===== config.mk =====
export PLATFORM = sky130hd
export DESIGN_NAME = tick_level_encoder
export DESIGN_NICKNAME = d
export VERILOG_FILES = /design/src/rtl/tick_level_encoder.sv
export SDC_FILE = /design/constraint.sdc
export NUM_CORES = 1
export LEC_CHECK = 0
export BUFFER_PORTS_ARGS = -buffer_cell sky130_fd_sc_hd__buf_2
export CORE_MARGIN = 2
export CORE_UTILIZATION = 60
export DETAILED_ROUTE_END_ITERATION = 10
export PLACE_DENSITY = 0.88
export SYNTH_ARGS = -nofsm -noshare
export SYNTH_HDL_FRONTEND = slang
export SYNTH_SLANG_ARGS = --single-unit

===== constraint.sdc =====
create_clock -name clk -period 4.8 [get_ports clk]
set_input_delay 0.24 -clock clk [delete_from_list [all_inputs] [get_ports clk]]
set_output_delay 0.24 -clock clk [all_outputs]
set_load 0.1 [all_outputs]

===== src/rtl/tick_level_encoder.sv =====
// tick_level_encoder: turns one-clock request ticks into a level waveform.
// Each request becomes a high phase of HIGH_SAMPLES update steps followed by
// a low gap of at least LOW_SAMPLES steps. Requests arriving mid-pulse are
// queued in a saturating pending counter.
module tick_level_encoder #(
  parameter int HIGH_SAMPLES = 2,
  parameter int LOW_SAMPLES  = 2,
  parameter int PEND_W       = 4
) (
  input  logic              clk,
  input  logic              reset,
  input  logic              update,
  input  logic              tick_in,
  output logic              level,
  output logic              busy,
  output logic [PEND_W-1:0] pending,
  output logic              overflow
);

  typedef enum logic [1:0] {
    IDLE = 2'd0,
    HIGH = 2'd1,
    GAP  = 2'd2
  } state_t;

  localparam logic [PEND_W-1:0] PEND_MAX  = '1;
  localparam logic [7:0]        HIGH_LAST = 8'(HIGH_SAMPLES);
  localparam logic [7:0]        LOW_LAST  = 8'(LOW_SAMPLES);

  state_t            state;
  state_t            state_next;
  logic [7:0]        cnt;
  logic [7:0]        cnt_next;
  logic              update_prev;
  logic              step;
  logic              consume;
  logic [PEND_W-1:0] pending_next;
  logic              overflow_next;

  // A step is a rising edge of the update strobe seen in the clk domain.
  always_comb begin
    step = update && !update_prev;
  end

  // Next-state logic; state and cnt only move on a step, and a new pulse
  // consumes one queued request based on the registered pending value.
  always_comb begin
    state_next = state;
    cnt_next   = cnt;
    consume    = 1'b0;
    if (step) begin
      case (state)
        IDLE: begin
          if (pending != '0) begin
            state_next = HIGH;
            cnt_next   = 8'd1;
            consume    = 1'b1;
          end
        end
        HIGH: begin
          if (cnt == HIGH_LAST) begin
            state_next = GAP;
            cnt_next   = 8'd1;
          end else begin
            cnt_next = cnt + 8'd1;
          end
        end
        GAP: begin
          if (cnt != LOW_LAST) begin
            cnt_next = cnt + 8'd1;
          end else if (pending != '0) begin
            state_next = HIGH;
            cnt_next   = 8'd1;
            consume    = 1'b1;
          end else begin
            state_next = IDLE;
            cnt_next   = 8'd0;
          end
        end
        default: begin
          state_next = IDLE;
          cnt_next   = 8'd0;
        end
      endcase
    end
  end

  // Pending counter: a tick and a consume in the same cycle cancel; a tick
  // with nowhere to go at saturation is dropped and flagged.
  always_comb begin
    pending_next  = pending;
    overflow_next = 1'b0;
    if (tick_in && !consume) begin
      if (pending == PEND_MAX) begin
        overflow_next = 1'b1;
      end else begin
        pending_next = pending + PEND_W'(1);
      end
    end else if (consume && !tick_in) begin
      pending_next = pending - PEND_W'(1);
    end
  end

  // State register with registered Moore outputs derived from next values.
  always_ff @(posedge clk or negedge reset) begin
    if (!reset) begin
      state       <= IDLE;
      cnt         <= 8'd0;
      update_prev <= 1'b0;
      pending     <= '0;
      overflow    <= 1'b0;
      level       <= 1'b0;
      busy        <= 1'b0;
    end else begin
      state       <= state_next;
      cnt         <= cnt_next;
      update_prev <= update;
      pending     <= pending_next;
      overflow    <= overflow_next;
      level       <= (state_next == HIGH);
      busy        <= (state_next != IDLE) || (pending_next != '0);
    end
  end

endmodule


==> results of run 1 <==
power breakdown:
part / total, W / leakage (nW) / internal (W) / switching, W
clock: 0.0000745 / 0.0138 / 0.0000293 / 0.0000452
combinational: 0.000444 / 0.289 / 0.000124 / 0.000319
sequential: 0.000269 / 0.224 / 0.000199 / 0.0000707
worst reg2reg max path, cell delays in order (launching register included):
cell	delay [ns]
dfrtp_1	0.45
inv_1	0.09
ha_1	0.14
or3b_2	0.51
o21ai_4	0.27
nand2_4	0.16
a211o_1	0.29
a311oi_1	0.28
nand4bb_1	0.13
metrics by stage:
stage | util, % | total power (W) | instances | hold slack [ns] | instance area (µm²)
after floorplan | - | 0.000635 | 114 | -0.0556 | 1070
after global placement | 66.7 | 0.000700 | 145 | 0.185 | 1140
after detailed placement | 66.7 | 0.000712 | 145 | 0.192 | 1140
after CTS | 68.6 | 0.000788 | 149 | 0.0664 | 1170
after global routing | 68.6 | 0.000837 | 149 | 0.0648 | 1170
final | 68.6 | 0.000787 | 149 | 0.0683 | 1170
final cells by class:
| cell class | count | area, µm² | area share [%] |
|---|---|---|---|
| multi-input combinational | 88 | 593 | 50.6 |
| sequential | 18 | 450 | 38.4 |
| timing repair buffer | 11 | 60.1 | 5.12 |
| tap | 25 | 31.3 | 2.67 |
| clock buffer | 3 | 22.5 | 1.92 |
| inverter | 4 | 15.0 | 1.28 |
worst max-delay path by stage:
stage	startpoint	end	slack (ns)	cells after the start
after floorplan	pending[0]	busy	1.99	9
after global placement	cnt[0]	busy	2.45	8
after detailed placement	cnt[0]	busy	2.41	8
after CTS	cnt[0]	busy	2.39	8
after global routing	cnt[0]	busy	2.24	8
final	cnt[0]	busy	2.38	8
kinds of logic (layout without fill, tap and decap cells):
group / after synthesis / after routing / synth area share, %
xor gates and xnor gates: 7 / 7 / 5.70
and+or+nand+nor: 45 / 45 / 23.6
muxes: 3 / 3 / 2.91
buffers and inverters: 8 / 18 / 2.91
adders and majority gates: 4 / 4 / 4.66
AOI/OAI and AO/OA: 29 / 29 / 18.3
DFF: 18 / 18 / 41.9
cell usage in the layout (no fill, tap or decap), types with 2 or more instances in the layout:
cell,count
dfrtp_1,18
nor2_1,13
buf_2,10
nand2_1,9
a21oi_1,8
o21ai_0,7
inv_1,4
xnor2_1,4
ha_1,4
nand4b_1,3
nand4_1,3
and3_1,3
xor2_1,3
clkbuf_4,3
nand3_1,2
mux2i_1,2
nor3_1,2
o21a_1,2
o31ai_1,2
sequential cells by signal, summed over array words and instances, names as in the netlist:
register	flops
cnt	8
level	1
state	2
busy	1
update_prev	1
overflow	1
pending	4
routing by layer:
metal	GRT usage, %	vias up	wire, µm
met2	35.3	14	980
met1	28.6	401	945
met4	10.3	0	27
li1	-	435	-
met3	3.92	4	54
met5	0	-	0
==> flow_summary.json, run 1 <==
{
  "worst_r2r_endpoint": "busy",
  "start_util_pct": 62.9,
  "vias": 854,
  "syn_area_um2": 1070,
  "rsz0062_at_grt": "false",
  "synth_top_area_share_pct": 41.9,
  "ff2ff_setup_slack_ns": 2.38,
  "p_leak_nw": 0.527,
  "setup_violations": 0,
  "synth_cell_types": 40,
  "status": "complete, no violations",
  "cp.required_ns": 4.97,
  "clockBufferDepth": 2,
  "period_share_pct": 50.5,
  "cts_tree": "built",
  "drtPass1Iterations": 4,
  "antenna_found_initial": 0,
  "yosys-top-cells-area": "dfrtp_1 (42%), ha_1 (4.7%), nor2_1 (4.5%)",
  "yosysSeqAreaShare_pct": 41.9,
  "drc": 0,
  "yosysWarnings": 0,
  "fin_skew_ns": 0.00354,
  "critPathSlowestCell": "or3b_2",
  "drt-initial-drc-count": 26,
  "num_io_pins": 11,
  "core_area_um2": 1710,
  "grt_use_total_pct": 22.0,
  "clkTransAtPathRegs_ns": 0.10,
  "max_stage_delay_ns": 0.51,
  "slew_viol_final": 0,
  "die-height_um": 46.3,
  "clk_latency_ns": 0.29,
  "finalHoldViolCount": 0,
  "cp_cell_sequence": "inv_1 > ha_1 > or3b_2 > o21ai_4 > nand2_4 > a211o_1 > a311oi_1 > nand4bb_1",
  "place_ws_ns": 2.41,
  "hold-path-endpoint": "update_prev",
  "synth_edf_count": 0,
  "nNetsFinal": 134,
  "gr-total-overflow": 0,
  "die_w_um": 46.3,
  "slew_headroom_pct": 59.3,
  "cp.arrival_ns": 2.60,
  "maxCapViolations": 0,
  "synthArstFlopShare_pct": 100,
  "critPathMaxFanout": 14,
  "hp-start": "update",
  "diodes": 0,
  "synth-main-ff-cell": "dfrtp_1",
  "worstSetupEndpointType": "register",
  "hp-class": "primary input to register",
  "crit_buf_inv": 1,
  "setup_ws_ns": 2.38,
  "antenna_left": 0,
  "crit_family": "compound AO/OA/AOI/OAI gates",
  "worst_slew_pin_slew_ns": 0.610,
  "setup_tns_ns": 0,
  "die_area_um2": 2150,
  "fillerInstances": 127,
  "synth-seq-cells": 18,
  "start_kind": "register",
  "htreeDepth": 1,
  "syn_to_final_growth_pct": 9.08,
  "r2r_cells": 8,
  "critPathKind": "register to register",
  "fin_crit_ns": 2.42,
  "synthTopCellsByCount": "dfrtp_1 (18), nor2_1 (13), nand2_1 (9)",
  "vdd_ir_drop_max_uv": 462,
  "row_count": 15,
  "port-buffer-count": 10,
  "syn-instance-count": 114,
  "grt_max_degree": 19,
  "hold_depth": 1,
  "root_buffer": "clkbuf_4",
  "gp_congestion": 0.832,
  "grt_pass1_vias": 779,
  "hpwl_um": 1470,
  "post_cts_resized": 0,
  "vias_per_cell": 5.73,
  "synth.most_common_cell": "dfrtp_1",
  "fmax_mhz": 412,
  "cts_buffers": 3,
  "synth_nets": 122,
  "p_per_area_nw_per_um2": 672,
  "cts_hold_buf": 1,
  "post-cts-setup-buffers": 0,
  "grt_pass1_wl_um": 3380,
  "routed_wl_um": 2010,
  "wl_per_cell_um": 13.5,
  "drive_gt1_share_pct": 16.1,
  "synth_area_leader_cell": "dfrtp_1",
  "r2r-start": "cnt[0]",
  "syn_area_per_cell_um2": 9.43,
  "cts_num_sinks": 18
}
Power figures use the tool's default switching activity.
==> run 2: changes to the inputs <==
ABC_AREA = 1   (was not set)
CORE_UTILIZATION = 52   (was 60)
PLACE_DENSITY = 0.81   (was 0.88)
clock period = 2.2 ns   (was 4.8 ns; I/O delays follow)
==> run 2 against run 1 <==
  * Maximum frequency grew 34%
  * Routed wire length grew 5.6%
  * Critical path type unchanged
  * Largest power group unchanged
  * Clock-buffer cell count unchanged
==> flow_summary.json, run 2 <==
{
  "status": "complete, no violations",
  "mostFrequentLayoutCells": "nand2_1 (27), inv_1 (21), dfrtp_1 (16), nand3_1 (10), buf_2 (10)",
  "setup_ws_ns": 0.390,
  "grt_use_total_pct": 18.8,
  "row_count": 17,
  "port-buffer-count": 10,
  "crit_buf_inv": 2,
  "clkTransAtPathRegs_ns": 0.09,
  "r2r_cells": 8,
  "mostFrequentLayoutCell": "nand2_1",
  "hold_depth": 3,
  "crit_top_cell": "inv_1",
  "num_io_pins": 11,
  "nNetsFinal": 170,
  "crit_family": "simple AND/OR/NAND/NOR gates",
  "syn_area_per_cell_um2": 8.32,
  "critPathKind": "register to register",
  "vdd_ir_drop_max_uv": 828,
  "hp-start": "tick_in",
  "antenna_found_initial": 0,
  "die-height_um": 52.5,
  "largest_register_ffs": 8,
  "period_share_pct": 82.3,
  "core_area_um2": 2210,
  "slew_viol_final": 0,
  "cts_num_sinks": 18,
  "critPathSlowestCell": "dfrtp_2",
  "synth_area_leader_cell": "dfrtp_1",
  "slew_headroom_pct": 67.6,
  "fin_crit_ns": 1.81,
  "root_buffer": "clkbuf_4",
  "hold-path-endpoint": "overflow",
  "diodes": 0,
  "cp.arrival_ns": 1.98,
  "cts_hold_buf": 2,
  "htreeDepth": 1,
  "wl_per_cell_um": 11.3,
  "fin_skew_ns": 0.00125,
  "synthArstFlopShare_pct": 100,
  "fin_total_pwr_w": 0.00187,
  "post-cts-setup-buffers": 0,
  "synth-seq-cells": 18,
  "post_cts_resized": 0,
  "hp-class": "primary input to register",
  "fmax_mhz": 552,
  "drc": 0,
  "reg.largest.list": "cnt: 8 flops, pending: 4 flops, state: 2 flops",
  "grt_max_degree": 19,
  "final_core_util_pct": 60.2,
  "yosys-top-cells-area": "dfrtp_1 (37%), nand2_1 (8.3%), inv_1 (6.4%)",
  "setup_violations": 0,
  "gp_congestion": 0.889,
  "syn_area_um2": 1220,
  "cts_buffers": 3,
  "hpwl_um": 1700,
  "synth.most_common_cell": "nand2_1",
  "worst_slew_pin_slew_ns": 0.486,
  "max_stage_delay_ns": 0.43,
  "p_leak_nw": 0.674,
  "synth_edf_count": 0,
  "die_area_um2": 2760,
  "yosysSeqAreaShare_pct": 36.8,
  "maxCapViolations": 0,
  "syn-instance-count": 147,
  "cp.required_ns": 2.37,
  "vias_per_cell": 5.26,
  "top_register": "cnt",
  "synth_nets": 155,
  "gr-total-overflow": 0,
  "synth-main-ff-cell": "dfrtp_1",
  "p_per_area_nw_per_um2": 1410,
  "ff2ff_setup_slack_ns": 0.39,
  "synth_top_area_share_pct": 36.8,
  "rsz0062_at_grt": "false",
  "start_kind": "register",
  "syn_to_final_growth_pct": 8.79,
  "setup_tns_ns": 0,
  "grt_pass1_vias": 893,
  "r2r-start": "pending[0]",
  "grt_pass1_wl_um": 3890,
  "synthTopCellsByCount": "nand2_1 (27), inv_1 (21), dfrtp_1 (18)",
  "drt-initial-drc-count": 31,
  "cp_cell_sequence": "inv_1 > ha_1 > nand2_2 > nand2_4 > o21ai_2 > inv_1 > nor4_1 > nor3_1",
  "worstSetupEndpointType": "register",
  "vias": 989,
  "critPathMaxFanout": 11,
  "worst_r2r_endpoint": "cnt[6]",
  "place_ws_ns": 0.404,
  "routed_wl_um": 2120,
  "start_util_pct": 55.3,
  "cts_tree": "built",
  "clockBufferDepth": 2,
  "die_w_um": 52.5,
  "clk_latency_ns": 0.28,
  "finalHoldViolCount": 0,
  "drtPass1Iterations": 4,
  "drive_gt1_share_pct": 28.1,
  "antenna_left": 0,
  "yosysWarnings": 0,
  "synth_cell_types": 30
}
run 2: worst reg2reg max path, delay by kind of cell (launching register included):
kind	cells	cell delay (ns)
buffers and inverters	2	0.30
DFF	1	0.43
AOI/OAI and AO/OA	1	0.21
and+or+nand+nor	4	0.52
adders and majority gates	1	0.24
run 2: area by class of cell:
| class | instances | area, µm² |
|---|---|---|
| fillers | 206 | 881 |
| multi-input cells | 102 | 654 |
| flip-flops and latches | 18 | 453 |
| inverters | 25 | 96.3 |
| repair buffers | 12 | 70.1 |
| well taps | 28 | 35.0 |
| clock buffers | 3 | 22.5 |
run 2: worst max-delay path by stage:
| stage | start | to | slack, ns | cells past startpoint |
|---|---|---|---|---|
| after floorplan | pending[2] | busy | 0.12 | 12 |
| after global placement | pending[0] | busy | 0.53 | 12 |
| after detailed placement | pending[0] | cnt[6] | 0.40 | 8 |
| after CTS | pending[0] | cnt[6] | 0.38 | 8 |
| after global routing | cnt[0] | busy | 0.24 | 13 |
| final | pending[0] | cnt[6] | 0.39 | 8 |
run 2: logic make-up after synthesis:
kind of cell	Yosys count	synth area share, %
fa+ha+maj	4	4.09
simple gates	76	38.2
xor+xnor	3	2.15
buf+inv	27	9.71
compound gates	19	9.00
flops	18	36.8
run 2: layer usage:
layer / up-vias / track usage [%] / wire [µm]
li1: 500 / - / -
met1: 457 / 26.6 / 1010
met2: 30 / 28.5 / 979
met3: 2 / 5.71 / 124
met4: 0 / 3.42 / 10
met5: - / 0 / 0
run 2: stage by stage:
step | hold slack [ns] | cells | cell area [µm²]
6_report | 0.137 | 188 | 1330
5_1_grt | 0.140 | 188 | 1330
4_1_cts | 0.132 | 188 | 1330
3_5_place_dp | 0.0618 | 183 | 1290
3_3_place_gp | 0.0614 | 183 | 1290
2_1_floorplan | -0.186 | 147 | 1230
run 2: power breakdown:
group / leakage (nW) / switching [W] / internal (W)
clock network: 0.0138 / 0.0000909 / 0.0000636
logic: 0.444 / 0.000794 / 0.000313
registers: 0.216 / 0.000161 / 0.000451
